**config.mk**
```make
export PLATFORM = sky130hd
export DESIGN_NAME = fdtd_rd_seq
export DESIGN_NICKNAME = d
export VERILOG_FILES = /design/src/rtl/fdtd_rd_seq.sv
export SDC_FILE = /design/constraint.sdc
export NUM_CORES = 1
export LEC_CHECK = 0
export BUFFER_PORTS_ARGS = -buffer_cell sky130_fd_sc_hd__buf_2
export CAP_MARGIN = 40
export CORE_MARGIN = 4
export CORE_UTILIZATION = 51
export CTS_CLUSTER_DIAMETER = 60
export DETAILED_ROUTE_END_ITERATION = 10
export HOLD_SLACK_MARGIN = 0.08
export PLACE_DENSITY = 0.73
export SYNTH_ARGS = -nofsm -noshare
export SYNTH_HDL_FRONTEND = slang
export SYNTH_SLANG_ARGS = --single-unit
```
**constraint.sdc**
```tcl
create_clock -name ACLK -period 6.1 [get_ports ACLK]
set_clock_uncertainty 0.2 [all_clocks]
set_input_delay 0.305 -clock ACLK [delete_from_list [all_inputs] [get_ports ACLK]]
set_output_delay 0.305 -clock ACLK [all_outputs]
set_load 0.02 [all_outputs]
```
**src/rtl/fdtd_rd_seq.sv**
```systemverilog
// fdtd_rd_seq: strided word-read sequencer feeding the FDTD datapath.
// Issues one word read at a time to an AXI word-read master, buffers the
// returned words in a small FIFO and streams them out with a last marker.
//
// state | meaning
// ------+-----------------------------------------------------------
// IDLE  | waiting for start_i; the command is sampled on acceptance
// RUN   | issuing reads while words remain and the FIFO has room
// DDRAIN| all reads granted; waiting for the FIFO to empty
// DONE  | one-cycle completion pulse, then back to IDLE
module fdtd_rd_seq #(
  parameter int ADDR_WIDTH = 32,
  parameter int DATA_WIDTH = 32,
  parameter int CNT_WIDTH  = 16,
  parameter int FIFO_DEPTH = 4
) (
  input  logic                  ACLK,
  input  logic                  ARESETn,
  input  logic                  start_i,
  input  logic [ADDR_WIDTH-3:0] base_word_addr_i,
  input  logic [CNT_WIDTH-1:0]  stride_i,
  input  logic [CNT_WIDTH-1:0]  count_i,
  output logic                  busy_o,
  output logic                  done_o,
  output logic                  rd_req_o,
  output logic [ADDR_WIDTH-3:0] rd_word_addr_o,
  input  logic [DATA_WIDTH-1:0] rd_data_i,
  input  logic                  rd_gnt_i,
  output logic [DATA_WIDTH-1:0] out_data_o,
  output logic                  out_valid_o,
  output logic                  out_last_o,
  input  logic                  out_ready_i
);

  localparam int AW = ADDR_WIDTH - 2;
  localparam int PW = (FIFO_DEPTH > 1) ? $clog2(FIFO_DEPTH) : 1;
  localparam int LW = PW + 1;

  typedef enum logic [1:0] {
    IDLE  = 2'd0,
    RUN   = 2'd1,
    DRAIN = 2'd2,
    DONE  = 2'd3
  } state_t;

  state_t               state;
  logic                 pending;
  logic [AW-1:0]        addr;
  logic [CNT_WIDTH-1:0] stride_r;
  logic [CNT_WIDTH-1:0] remaining;

  logic [DATA_WIDTH-1:0] mem_data [FIFO_DEPTH];
  logic                  mem_last [FIFO_DEPTH];
  logic [PW-1:0]         wr_ptr;
  logic [PW-1:0]         rd_ptr;
  logic [LW-1:0]         level;
  logic [LW-1:0]         level_nxt;

  logic grant;
  logic push;
  logic pop;
  logic last_word;
  logic can_issue;

  // A grant only counts while our own request is outstanding; stray grants are dropped.
  assign grant     = pending & rd_gnt_i;
  assign push      = grant;
  assign pop       = (level != '0) & out_ready_i;
  assign last_word = (remaining == CNT_WIDTH'(1));
  // Room is checked at issue time, so the slot is guaranteed free at grant.
  assign can_issue = (state == RUN) && !pending && (remaining != '0) &&
                     (level < LW'(FIFO_DEPTH));

  // FIFO occupancy after this cycle's push/pop.
  always_comb begin
    level_nxt = level;
    if (push && !pop)
      level_nxt = level + LW'(1);
    else if (!push && pop)
      level_nxt = level - LW'(1);
  end

  // Sequencer FSM with request flag, address walker and word counter.
  always_ff @(posedge ACLK) begin
    if (!ARESETn) begin
      state     <= IDLE;
      pending   <= 1'b0;
      addr      <= '0;
      stride_r  <= '0;
      remaining <= '0;
    end else begin
      case (state)
        IDLE: begin
          if (start_i) begin
            addr      <= base_word_addr_i;
            stride_r  <= stride_i;
            remaining <= count_i;
            if (count_i != '0) begin
              state   <= RUN;
              pending <= 1'b1;
            end else begin
              state   <= DONE;
            end
          end
        end
        RUN: begin
          if (grant) begin
            pending   <= 1'b0;
            addr      <= addr + AW'(stride_r);
            remaining <= remaining - CNT_WIDTH'(1);
            if (last_word)
              state <= DRAIN;
          end else if (can_issue) begin
            pending <= 1'b1;
          end
        end
        DRAIN: begin
          if (level_nxt == '0)
            state <= DONE;
        end
        DONE: begin
          state <= IDLE;
        end
        default: begin
          state <= IDLE;
        end
      endcase
    end
  end

  // FIFO pointers and level.
  always_ff @(posedge ACLK) begin
    if (!ARESETn) begin
      wr_ptr <= '0;
      rd_ptr <= '0;
      level  <= '0;
    end else begin
      if (push)
        wr_ptr <= wr_ptr + PW'(1);
      if (pop)
        rd_ptr <= rd_ptr + PW'(1);
      level <= level_nxt;
    end
  end

  // FIFO storage; contents are don't-care until the level covers them.
  always_ff @(posedge ACLK) begin
    if (push) begin
      mem_data[wr_ptr] <= rd_data_i;
      mem_last[wr_ptr] <= last_word;
    end
  end

  assign rd_req_o       = pending & ~rd_gnt_i;
  assign rd_word_addr_o = addr;
  assign out_valid_o    = (level != '0);
  assign out_data_o     = out_valid_o ? mem_data[rd_ptr] : '0;
  assign out_last_o     = out_valid_o & mem_last[rd_ptr];
  assign busy_o         = (state == RUN) || (state == DRAIN);
  assign done_o         = (state == DONE);

endmodule
```
=== Word level (Yosys, flattened, before mapping) ===
Memory sizes are Yosys's and may differ from the RTL's. A register that Yosys moved wholly into a read port is not among the register bits.
Index checks and enable logic that the tools add are counted.

* Add/subtract/negate cells: 6
* Bitwise gates (word level): 5
* Reductions and logical operators: 19
* Equal/unequal tests: 10
* Magnitude comparators: 1
* Muxes and demuxes: 26

{| class="wikitable"
|+ Operators by type and width
! kind !! number
|-
| two-way mux 30 bit || 2
|-
| case mux 30 bit (2 select lines) || 1
|-
| two-way mux 16 bit || 2
|-
| two-way mux 32 bit || 1
|-
| case mux 16 bit (2 select lines) || 1
|-
| nonzero test 16 bit || 2
|-
| adder 30 x 16 -> 30 bit || 1
|-
| two-way mux 2 bit || 9
|-
| equality test 16 x 1 -> 1 bit, second input constant || 1
|-
| subtractor 16 x 1 -> 16 bit, second input constant || 1
|-
| inequality test 2 bit, second input constant || 5
|-
| case mux 2 bit (4 select lines) || 1
|-
| AND reduction 4 bit || 2
|-
| two-way mux 1 bit || 6
|-
| two-way mux 3 bit || 2
|-
| logical AND 1 bit || 5
|-
| adder 2 x 1 -> 2 bit, second input constant || 2
|-
| AND 1 bit || 4
|-
| equality test 2 bit, second input constant || 2
|-
| adder 3 x 1 -> 3 bit, second input constant || 1
|-
| zero test 1 bit || 3
|-
| zero test 3 bit || 1
|-
| less-than comparator 3 bit, second input constant || 1
|-
| inequality test 3 bit, second input constant || 1
|-
| 10 further kinds || 10
|}

* Register bits: 72
* RAM bits: 132
* Input bits: 99
* Output and inout port bits: 67
* Memories kept: 2

{| class="wikitable"
|+ Memories
! name !! depth !! bits a word !! rd ports !! clocked after Yosys merged registers in !! write ports !! RTL line !! RTL
|-
| mem_data || 4 || 32 || 1 || 1 || 1 || 52 || <nowiki>logic [DATA_WIDTH-1:0] mem_data [FIFO_DEPTH];</nowiki>
|-
| mem_last || 4 || 1 || 1 || 1 || 1 || 53 || <nowiki>logic mem_last [FIFO_DEPTH];</nowiki>
|}

=== Longest topological paths before layout ===
Gate-level depths: netlist of the first run.

* Depth after elaboration: 8
* Depth in mapped cells: 9

=== Worst setup path before layout of the first run ===
No wires, ideal clock.

* Path kind: reg2reg
* From: register addr[0], in the netlist rd_word_addr_o[0]
* To: register addr[20], in the netlist rd_word_addr_o[20]
* Data required time: 5.826 ns
* Slack: 3.410 ns
* Path buffers: 0
* Clock period less this slack: 2.690 ns
* Arrival time: 2.416 ns
* Stages on the path, launching flop included: 9
* Path through: dfxtp_1 -> ha_1 -> fa_1 -> a21o_1 -> a221oi_4 -> o2bb2ai_2 -> a21oi_2 -> or4b_1 -> a31oi_1

* Cells in the longest elaborated chain, start to end: 3

{| class="wikitable"
|+ Ends and longest elaborated chain
! element !! RTL line !! RTL
|-
| from (decl) || 48 || <nowiki>logic [AW-1:0] addr;</nowiki>
|-
| from (signal assigned) || 95 || <nowiki>addr <= base_word_addr_i;</nowiki>
|-
| from (signal assigned) || 109 || <nowiki>addr <= addr + AW'(stride_r);</nowiki>
|-
| adder 30 x 16 -> 30 bit || 109 ||
|-
| two-way mux 30 bit || 107 || <nowiki>if (grant) begin</nowiki>
|-
| case mux 30 bit (2 select lines) || 92 || <nowiki>case (state)</nowiki>
|}

Every way passes these cells. The select of a mux whose other input is x is not followed.
A chain may end at the register's enable or synchronous reset.

=== Worst setup path in the final report of the first run ===
* From: register state[1]
* To: register addr[12], in the netlist rd_word_addr_o[12]

* Cells in the longest elaborated chain, start to end: 3
* Elaborated cells on any way between the ends: 7
* Classes of those cells: eq/ne: 3; mux: 1; reduce/logical: 3

{| class="wikitable"
|+ Ends and longest elaborated chain
! element !! RTL line !! RTL
|-
| from (decl) || 46 || <nowiki>state_t state;</nowiki>
|-
| from (signal assigned) || 86 || <nowiki>state <= IDLE;</nowiki>
|-
| from (signal assigned) || 99 || <nowiki>state <= RUN;</nowiki>
|-
| from (signal assigned) || 102 || <nowiki>state <= DONE;</nowiki>
|-
| equality test 2 x 1 -> 1 bit or zero test 2 bit (tied branches) || 92 ||
|-
| inequality test 2 bit (no source line) or nonzero test 2 bit (tied branches) || n/a ||
|-
| AND reduction 3 bit (no source line) || n/a ||
|}

Parallel ways exist; a longest one is shown, timed or not.

==> results of run 1 <==
[power breakdown]
| part | internal, mW | switching (mW) |
|---|---|---|
| registers | 1.66 | 0.163 |
| clock network | 0.834 | 0.541 |
| logic | 0.778 | 1.18 |
[tightest hold or removal path, cell delays in order]
cell,delay [ns]
buf_2,0.10
nor4_1,0.05
nand4_1,0.10
mux2i_1,0.08
nand2_1,0.06
mux2i_1,0.07
[cells by family after synthesis]
group	synth area share, %
AO/OA/AOI/OAI	13.9
XOR/XNOR	1.32
adder cells (fa/ha/maj)	4.09
buffers and inverters	2.96
flip-flops	54.6
multiplexers	9.12
AND/OR/NAND/NOR	14.0
[metrics by stage]
step / cells / worst slack [ns] / total power, mW / util, % / hold slack, ns
detailed placement: 1260 / 3.08 / 3.75 / 58.4 / 0.255
global route: 1394 / 2.85 / 5.46 / 67.3 / 0.121
floorplan: 874 / 3.41 / 3.21 / - / 0.204
global placement: 1254 / 3.17 / 3.70 / 57.9 / 0.247
finish: 1395 / 3.06 / 5.16 / 67.3 / 0.103
CTS: 1394 / 3.08 / 5.18 / 67.3 / 0.0896
[path summary, 6_finish.rpt]
kind	from	end	slack [ns]	cells after the start
max	state[1]	rd_word_addr_o[12]	3.06	9
min	count_i[6]	state[1]	0.10	6
max reg2reg	state[1]	rd_word_addr_o[12]	3.06	9
min reg2reg	stride_r[4]	stride_r[4]	0.26	2
[Yosys cell counts, types with 5 or more instances]
cell	number
o22ai_1	12
and2_1	36
a21oi_1	86
mux4_2	33
mux2_2	5
buf_1	5
inv_1	15
a21o_1	6
nor2_1	46
xor2_1	5
nand2b_1	6
dfxtp_1	74
nand3_1	20
nor3_1	16
ha_1	31
xnor2_1	10
a31oi_1	8
a211oi_1	13
nand2_1	99
or3_1	5
and3_1	14
nand4_1	9
mux2i_1	11
clkbuf_1	34
edfxtp_1	132
buf_2	8
o21ai_0	40
nor4_1	8
nor2b_1	7
o211ai_1	10
o21a_1	8
[routing by layer]
layer	vias up	track usage (%)	share of wire [%]
met3	50	3.56	6.2
met4	0	6.70	2.3
met5	-	0	0
li1	3799	-	-
met1	3797	29.3	41
met2	281	40.7	50
[registers in the layout, indices dropped and copies added (netlist names), named ones only]
| register | count |
|---|---|
| level | 3 |
| mem_data | 128 |
| pending | 1 |
| rd_word_addr_o | 30 |
| wr_ptr | 2 |
| remaining | 16 |
| stride_r | 16 |
| rd_ptr | 2 |
| state | 2 |
| mem_last | 4 |
[cell type report]
type | count | area (µm²)
Multi-Input combinational cell | 599 | 4250
Tap cell | 260 | 325
Sequential cell | 206 | 5450
Clock buffer | 33 | 653
Clock inverter | 9 | 113
Antenna cell | 1 | 2.50
Fill cell | 1397 | 6190
Timing Repair Buffer | 270 | 1900
Inverter | 17 | 63.8
==> run metrics, run 1 <==
commonest non-fill, non-tap cell in the layout buf_2; initial core utilization a little over half; CP Class reg -> reg; Total Nets Final between 1000 and 1500; status finished clean; DRT iter0 DRCs roughly 540; Synth top area share a little under 40%; post-synth top area cell edfxtp_1; P&R area growth vs syn 27.9%; drt pass-1 iters 5; Vias/cell 5.68; Post-CTS Resized 0; Vias between 7000 and 8000; clk sinks 206; Pwr Density about 400 nW/µm²; post-route ant nets 0; most frequent cells in the layout buf_2 (166), edfxtp_1 (132), nand2_1 (99); Leak 4.87 nW; Placed Area between 10000 and 15000 µm²; number of global-route vias before repair 8114; gp weighted congestion 0.866; number of remaining DRC errors 0; die area between 20000 and 25000 µm²; Rows 50; worst slew pin tran 0.814 ns; I/O Buffers around 170; cell family with most CP delay buffers and inverters; number of synthesized flops with an enable pin approximately 130; worst ir drop on vdd just under 0.3 mV; post-route minimum period between 3 and 4 ns; CTS tree built; Mapped Cells just under 900; final count of negative-setup-slack endpoints 0; largest net degree at the start of global routing 56; final wirelength about 25000 µm; CP cell instances inv_1 -> ha_2 -> buf_4 -> nor2_1 -> a211o_1 -> buf_4 -> nor3_1 -> mux2_2 -> nor3_1; critical path peak fanout 55; worst stage delay on the critical path 0.53 ns; H-tree depth 1; Max Cap Viol 0; synth warn 0; Mapped Area between 9000 and 10000 µm²; CTS clk-pin slew, worst paths roughly 0.060 ns; Final period util between 40% and 50%; share of layout cells above drive strength 1 between 20% and 30%; Worst EP required 6.33 ns; total grt overflow 0; initial antenna violation count 0; setup TNS 0 ns; CP Buf/Inv Count 3; final hold vios 0; die height 148 µm; worst path arrival time 3.27 ns; root buffer cell clkbuf_16; asr flop ratio synth 0%; Core Area about 19000 µm²; first-pass GRT wire length about 40000 µm; Syn Area/Cell approximately 11 µm²; dpl hpwl between 15000 and 20000 µm; top cells by area, synth edfxtp_1 (40%), dfxtp_1 (15%), mux4_2 (7.5%); IO Pins approximately 170; Slew headroom 45.5%; GRT Total Usage about 23%; worst skew pair latency 0.52 ns; Final Max Slew Viols 0; Max clock buf depth 3; Hold WC Path Type in -> reg; RSZ-0062 raised after global routing no; sequential fraction of the synthesis area between 50 and 60%; Final Instance Area 12800 µm²; total CTS buffers 23; Yosys reg bits around 200; Syn Nets around 1000; f_max between 300 and 400 MHz; Avg WL per Cell 18.2 µm; chip width ~150 µm; Post-synth top flop edfxtp_1; nature of the critical path endpoint register; CTS Hold Bufs between 90 and 100; Startpoint Class register; Post-CTS Setup Inserts 0; synth unique cells 74; critical path's slowest cell a211o_1
No activity file was read; power rests on OpenSTA's default activity.
==> run 2, diff against run 1 <==
Settings changed: ABC_AREA from default to 1.
Clock period 6.1 ns to 3.15 ns, I/O delays scaled along.
==> run metrics, run 2 <==
RSZ-0062 raised after global routing no; Post-CTS Setup Inserts 0 (unchanged); dpl hpwl 17500 µm (+7.4%); Synth top area share 38.3% (-1.5 points); root buffer cell clkbuf_16; drt pass-1 iters 5 (unchanged); Syn Area/Cell 8.24 µm² (-28%); FF+latch area 5450 µm² (unchanged); pre-CTS setup slack 0.873 ns (-2.20 ns); Final Instance Area 13700 µm² (+7.3%); chip width 151 µm (+1.8%); Max clock buf depth 3 (unchanged); Pwr Density 858 nW/µm² (+110%); worst skew pair latency 0.50 ns (-0.02 ns); largest net degree at the start of global routing 67 (+20%); area of the multi-input gates 4340 µm² (+2.0%); Rows 51 (+2.0%); setup TNS 0 ns (unchanged); commonest non-fill, non-tap cell in the layout nor2_1; synth warn 0 (unchanged); top cells by area, synth edfxtp_1 (38%), dfxtp_1 (14%), nor2_1 (9.3%); initial antenna violation count 2 (+2); Placed Area 11500 µm² (+3.7%); CP Class reg -> reg; most frequent cells in the layout nor2_1 (254), nand2_1 (233), buf_2 (165); cell count of the worst reg-to-reg path 11 (+2); die height 151 µm (+1.8%); asr flop ratio synth 0% (unchanged); CP Capture Point remaining[10]; Vias 9720 (+23%); CTS clk-pin slew, worst paths 0.06 ns (about the same); H-tree depth 1 (unchanged); final hold vios 0 (unchanged); Final period util 91.4% (+42 points); wl on met1 11300 µm (+8.0%); number of remaining DRC errors 0 (unchanged); nature of the critical path endpoint register; DRT iter0 DRCs 590 (+8.7%); worst ir drop on vdd 0.541 mV (+84%); initial core utilization 52.5% (-0.073 points); total grt overflow 0 (unchanged); IO Pins 166 (unchanged); largest register by flop count mem_data; worst slew pin tran 0.876 ns (+0.0612 ns); Commonest cells post-synth nor2_1 (258), nand2_1 (233), edfxtp_1 (132); first-pass GRT wire length 45300 µm (+10%); Max Cap Viol 0 (unchanged); number of synthesized flops with an enable pin 132 (unchanged); Avg WL per Cell 15.4 µm (-15%); Pint 6.81 mW (+110%); Total Nets Final 1690 (+35%); Post-synth top flop edfxtp_1; clock share of power 22.6% (-4.0 points); status finished clean; PnR worst setup slack 0.272 ns (-2.79 ns); Psw 4.94 mW (+160%); max reg flops 128 (unchanged); Switching Share 42.1% (+5.5 points); CTS tree built; sequential share of power 31.5% (-3.9 points); Layout fillers 1435 (+2.7%); final count of negative-setup-slack endpoints 0 (unchanged); worst path arrival time 3.07 ns (-0.20 ns); die area 22700 µm² (+3.7%); Mapped Area 10400 µm² (+3.9%); Post-CTS Resized 0 (unchanged); Hold WC Path Type in -> reg; P&R area growth vs syn 32.1%; Leak 5.84 nW (+20%); number of global-route vias before repair 9451 (+16%); Yosys reg bits 206 (unchanged); gp weighted congestion 0.931 (+7.5%); clk sinks 206 (unchanged); Syn Nets 1388 (+38%); total CTS buffers 23 (unchanged); met3 wire length 2140 µm (+35%); Critical path origin state[0]; post-route minimum period 2.88 ns (-0.164 ns); combinational group share of total power 45.9% (+7.9 points); r2r endpoint remaining[10]; Max Used Layer met4; I/O Buffers 165 (unchanged); Final Max Slew Viols 0 (unchanged); Startpoint Class register; GRT Total Usage 24.8% (+1.9 points); FF-to-FF Start state[0]; Slew headroom 41.6% (-3.9 points); top-count cell post-synth nor2_1; Mapped Cells 1257 (+44%); post-synth top area cell edfxtp_1; f_max 347 MHz (+5.7%); Worst EP required 3.34 ns (-2.99 ns); Core Area 19700 µm² (+4.0%); share of layout cells above drive strength 1 16.9% (-7.0 points); critical path peak fanout 28 (-49%); Vias/cell 5.27 (-7.2%); post-route ant nets 0 (unchanged); sequential fraction of the synthesis area 52.6% (-2.0 points); synth unique cells 44 (-41%); final wirelength 28500 µm (+12%); Worst R2R Setup Slack 0.27 ns (-2.79 ns); met2 WL 13900 µm (+9.4%)
==> run 2: changes by cell type after synthesis, moves of 14 or more <==
cell     delta
o21ai_0    +75
nor2_1    +212
a21oi_1    +26
mux4_2     -33
nand3_1    +33
inv_1      +76
and3_1     -14
nand2_1   +134
and2_1     -34
==> run 2: worst min path at each step <==
stage	end	from	cells after the start	slack, ns
floorplan	mem_data[0][0]	rd_data_i[0]	0	0.06
global placement	mem_data[3][16]	rd_data_i[16]	1	0.17
detailed placement	mem_data[1][18]	rd_data_i[18]	1	0.17
CTS	mem_data[0][10]	rd_data_i[10]	2	0.19
global route	mem_data[2][2]	rd_data_i[2]	2	0.20
finish	mem_data[0][10]	rd_data_i[10]	2	0.20
==> run 2: cell families (layout without fill, tap and decap cells) <==
kind of cell / after synthesis / in the layout / share of synthesized area (%)
AOI/OAI and AO/OA: 257 / 257 / 12.8
xor gates and xnor gates: 16 / 16 / 1.35
adders and majority gates: 32 / 32 / 3.94
buffers and inverters: 152 / 471 / 5.69
DFF: 206 / 206 / 52.6
other: 0 / 2 / 0
and+or+nand+nor: 594 / 594 / 23.7
==> run 2: through the flow <==
stage          hold slack, ns  utilization (%)  power (mW)  cells
6_report                0.205             69.4        11.7   1843
5_1_grt                 0.197             69.4        12.5   1843
4_1_cts                 0.190             69.4        11.7   1841
3_5_place_dp            0.172             58.2        8.62   1655
3_3_place_gp            0.171             58.2        8.55   1655
2_1_floorplan          0.0564                -        7.22   1257
==> run 2: critical path: stages (launching register included) <==
cell	delay, ns
dfxtp_1	0.39
inv_1	0.10
ha_1	0.22
inv_1	0.06
nand2_1	0.06
nand2_1	0.14
nand2_4	0.21
inv_2	0.44
o21ai_0	0.16
nand2_1	0.10
a21oi_1	0.08
dlygate4sd3_1	0.59
==> run 2: power groups by stage <==
| stage | sequential [mW] | combinational [mW] | clock, mW |
|---|---|---|---|
| 3_3_place_gp | 3.72 | 4.82 | 0 |
| 2_1_floorplan | 3.84 | 3.38 | 0 |
| 4_1_cts | 3.68 | 5.30 | 2.70 |
| 6_report | 3.70 | 5.39 | 2.65 |
| 5_1_grt | 3.75 | 5.97 | 2.80 |
| 3_5_place_dp | 3.73 | 4.88 | 0 |
==> run 2: routing by layer <==
layer | up-vias | GRT usage [%]
met5 | - | 0
met4 | 0 | 10.8
met3 | 86 | 4.12
met2 | 384 | 43.3
met1 | 4470 | 30.2
li1 | 4780 | -
==> run 2: final cells by class <==
type	instances	share of cell area, %
inverters	101	2.79
repair buffers	328	17.7
multi-input cells	899	31.7
well taps	265	2.42
clock inverters	14	1.03
clock buffers	28	4.56
flip-flops and latches	206	39.8
diodes	2	0.0366
==> run 2: timing repair <==
action                                  in CTS  in global routing
endpoints found under the setup margin       0                  0
hold endpoints to repair                   202                  0
hold buffers                               144                  0
==> run 3, diff against run 2 <==
--- a/config.mk
+++ b/config.mk
@@ -15,4 +15,6 @@
 export HOLD_SLACK_MARGIN = 0.08
 export PLACE_DENSITY = 0.73
+export SETUP_SLACK_MARGIN = 0.15
+export SKIP_CTS_REPAIR_TIMING = 1
 export SYNTH_ARGS = -nofsm -noshare
 export SYNTH_HDL_FRONTEND = slang
==> constraint.sdc (replaced) <==
create_clock -name ACLK -period 3.15 [get_ports ACLK]
set_clock_uncertainty 0.2 [all_clocks]
set_input_delay 0.315 -clock ACLK [delete_from_list [all_inputs] [get_ports ACLK]]
set_output_delay 0.315 -clock ACLK [all_outputs]
set_load 0.02 [all_outputs]
==> run metrics, run 3 (synthesized netlist as in run 2, its figures left out) <==
Rows 51 (unchanged); grt met3 use 3.82% (-0.30 points); commonest non-fill, non-tap cell in the layout nor2_1; Avg WL per Cell 14.9 µm (-3.8%); Switching Share 42.7% (+0.62 points); worst ir drop on vdd 0.558 mV (+3.1%); die height 151 µm (unchanged); share of layout cells above drive strength 1 17.2% (+0.23 points); Hold WC Path Type in -> reg; post-route ant nets 0 (unchanged); IO Pins 166 (unchanged); root buffer cell clkbuf_16; critical path peak fanout 66 (+140%); area of the multi-input gates 4340 µm² (unchanged); number of global-route vias before repair 8501 (-10%); nature of the critical path endpoint output pin; FF+latch area 5450 µm² (unchanged); Final period util 86.6% (-4.7 points); CP Class reg -> out; combinational group share of total power 44.7% (-1.2 points); initial core utilization 52.5% (unchanged); Leak 5.54 nW (-5.2%); CP Buf/Inv Count 2 (-2); first-pass GRT wire length 41100 µm (-9.3%); worst path arrival time 2.21 ns (-0.86 ns); P&R area growth vs syn 26.3%; Placed Area 11500 µm² (about the same); worst slew pin tran 0.731 ns (-0.144 ns); GRT Total Usage 22.4% (-2.4 points); final wirelength 26500 µm (-6.8%); max reg flops 128 (unchanged); worst hold margin 0.0140 ns (-0.191 ns); clock share of power 22.4% (-0.2 points); CTS clk-pin slew, worst paths 0.06 ns (about the same); Max clock buf depth 3 (unchanged); drt pass-1 iters 5 (unchanged); Startpoint Class register; sequential share of power 33.0% (+1.5 points); RSZ-0062 raised after global routing no; Pwr Density 858 nW/µm² (about the same); Core Area 19700 µm² (unchanged); CP cell instances buf_4 -> nor2_1 -> nor2_1 -> o21ai_0 -> a21oi_1 -> buf_2; cell family with most CP delay buffers and inverters; I/O Buffers 165 (unchanged); Max Cap Viol 0 (unchanged); Total Nets Final 1634 (-3.3%); worst skew pair latency 0.51 ns (about the same); final count of negative-setup-slack endpoints 0 (unchanged); Top Usage Layer GRT met2; placed insts 1653 (-0.12%); worst stage delay on the critical path 0.57 ns (-0.02 ns); clk sinks 206 (unchanged); post-route minimum period 2.73 ns (-0.149 ns); Pint 6.44 mW (-5.4%); setup TNS 0 ns (unchanged); die area 22700 µm² (unchanged); CTS tree built; met1 Use GR 28.4% (-1.8 points); DRT iter0 DRCs 511 (-13%); Layout Cells excl Fill 1786 (-3.1%); f_max 366 MHz (+5.4%); chip width 151 µm (unchanged); largest register by flop count mem_data; Vias 9325 (-4.1%); H-tree depth 1 (unchanged); number of remaining DRC errors 0 (unchanged); total CTS buffers 23 (unchanged); most used cell, CP nor2_1; total grt overflow 0 (unchanged); most frequent cells in the layout nor2_1 (254), nand2_1 (233), buf_2 (165); Final Instance Area 13100 µm² (-4.4%); dpl hpwl 17400 µm (about the same); gp weighted congestion 0.932 (+0.18%); Vias/cell 5.22 (-1.0%); initial antenna violation count 1 (-1); Psw 4.79 mW (-3.0%); Slew headroom 50.9% (+9.4 points); Worst EP required 2.63 ns (-0.71 ns); status finished clean; Layout fillers 1558 (+8.6%); Final Max Slew Viols 0 (unchanged); fin util 66.4% (-3.1 points); met2 capacity usage during global routing 38.5% (-4.8 points); critical path's slowest cell buf_4; largest net degree at the start of global routing 67 (unchanged); final hold vios 0 (unchanged)
-- run 3: through the flow --
step	setup slack, ns	power, mW
2_1_floorplan	0.546	7.22
3_3_place_gp	0.887	8.51
3_5_place_dp	0.799	8.59
4_1_cts	0.266	11.1
5_1_grt	0.245	12.0
6_report	0.421	11.2
-- run 3: area by class of cell --
| type | instances | share of cell area, % |
|---|---|---|
| clock buffer | 32 | 4.73 |
| antenna | 1 | 0.0191 |
| clock inverter | 10 | 0.688 |
| timing repair inverter | 1 | 0.0382 |
| timing repair buffer | 271 | 14.3 |
| inverter | 101 | 2.94 |
| tap | 265 | 2.53 |
| sequential | 206 | 41.6 |
| multi-input combinational | 899 | 33.2 |
-- run 3: power groups by stage --
stage          sequential (mW)  combinational, mW  clock, mW
3_3_place_gp              3.73               4.78          0
4_1_cts                   3.69               4.89       2.56
2_1_floorplan             3.84               3.38          0
5_1_grt                   3.75               5.60       2.67
3_5_place_dp              3.74               4.84          0
6_report                  3.70               5.01       2.51
-- run 3: worst min-delay path, stage by stage --
cell and delay (ns):
buf_2 0.11, nor2_1 0.08, nor2_1 0.05, o21ai_0 0.06, a21oi_1 0.06
-- run 3: path summary, 6_finish.rpt --
check	slack (ns)	cells after the start	to	from
worst max-delay path	0.42	6	out_data_o[21]	register
worst min-delay path	0.01	5	remaining[15]	count_i[15]
worst max register to register	0.71	10	remaining[5]	state[0]
worst min register to register	0.27	1	register	rd_ptr[0]
-- run 3: per-layer routing --
metal	vias up	share of wire, %
li1	4670	-
met1	4277	42
met4	0	2.9
met5	-	0
met3	60	6.9
met2	318	48
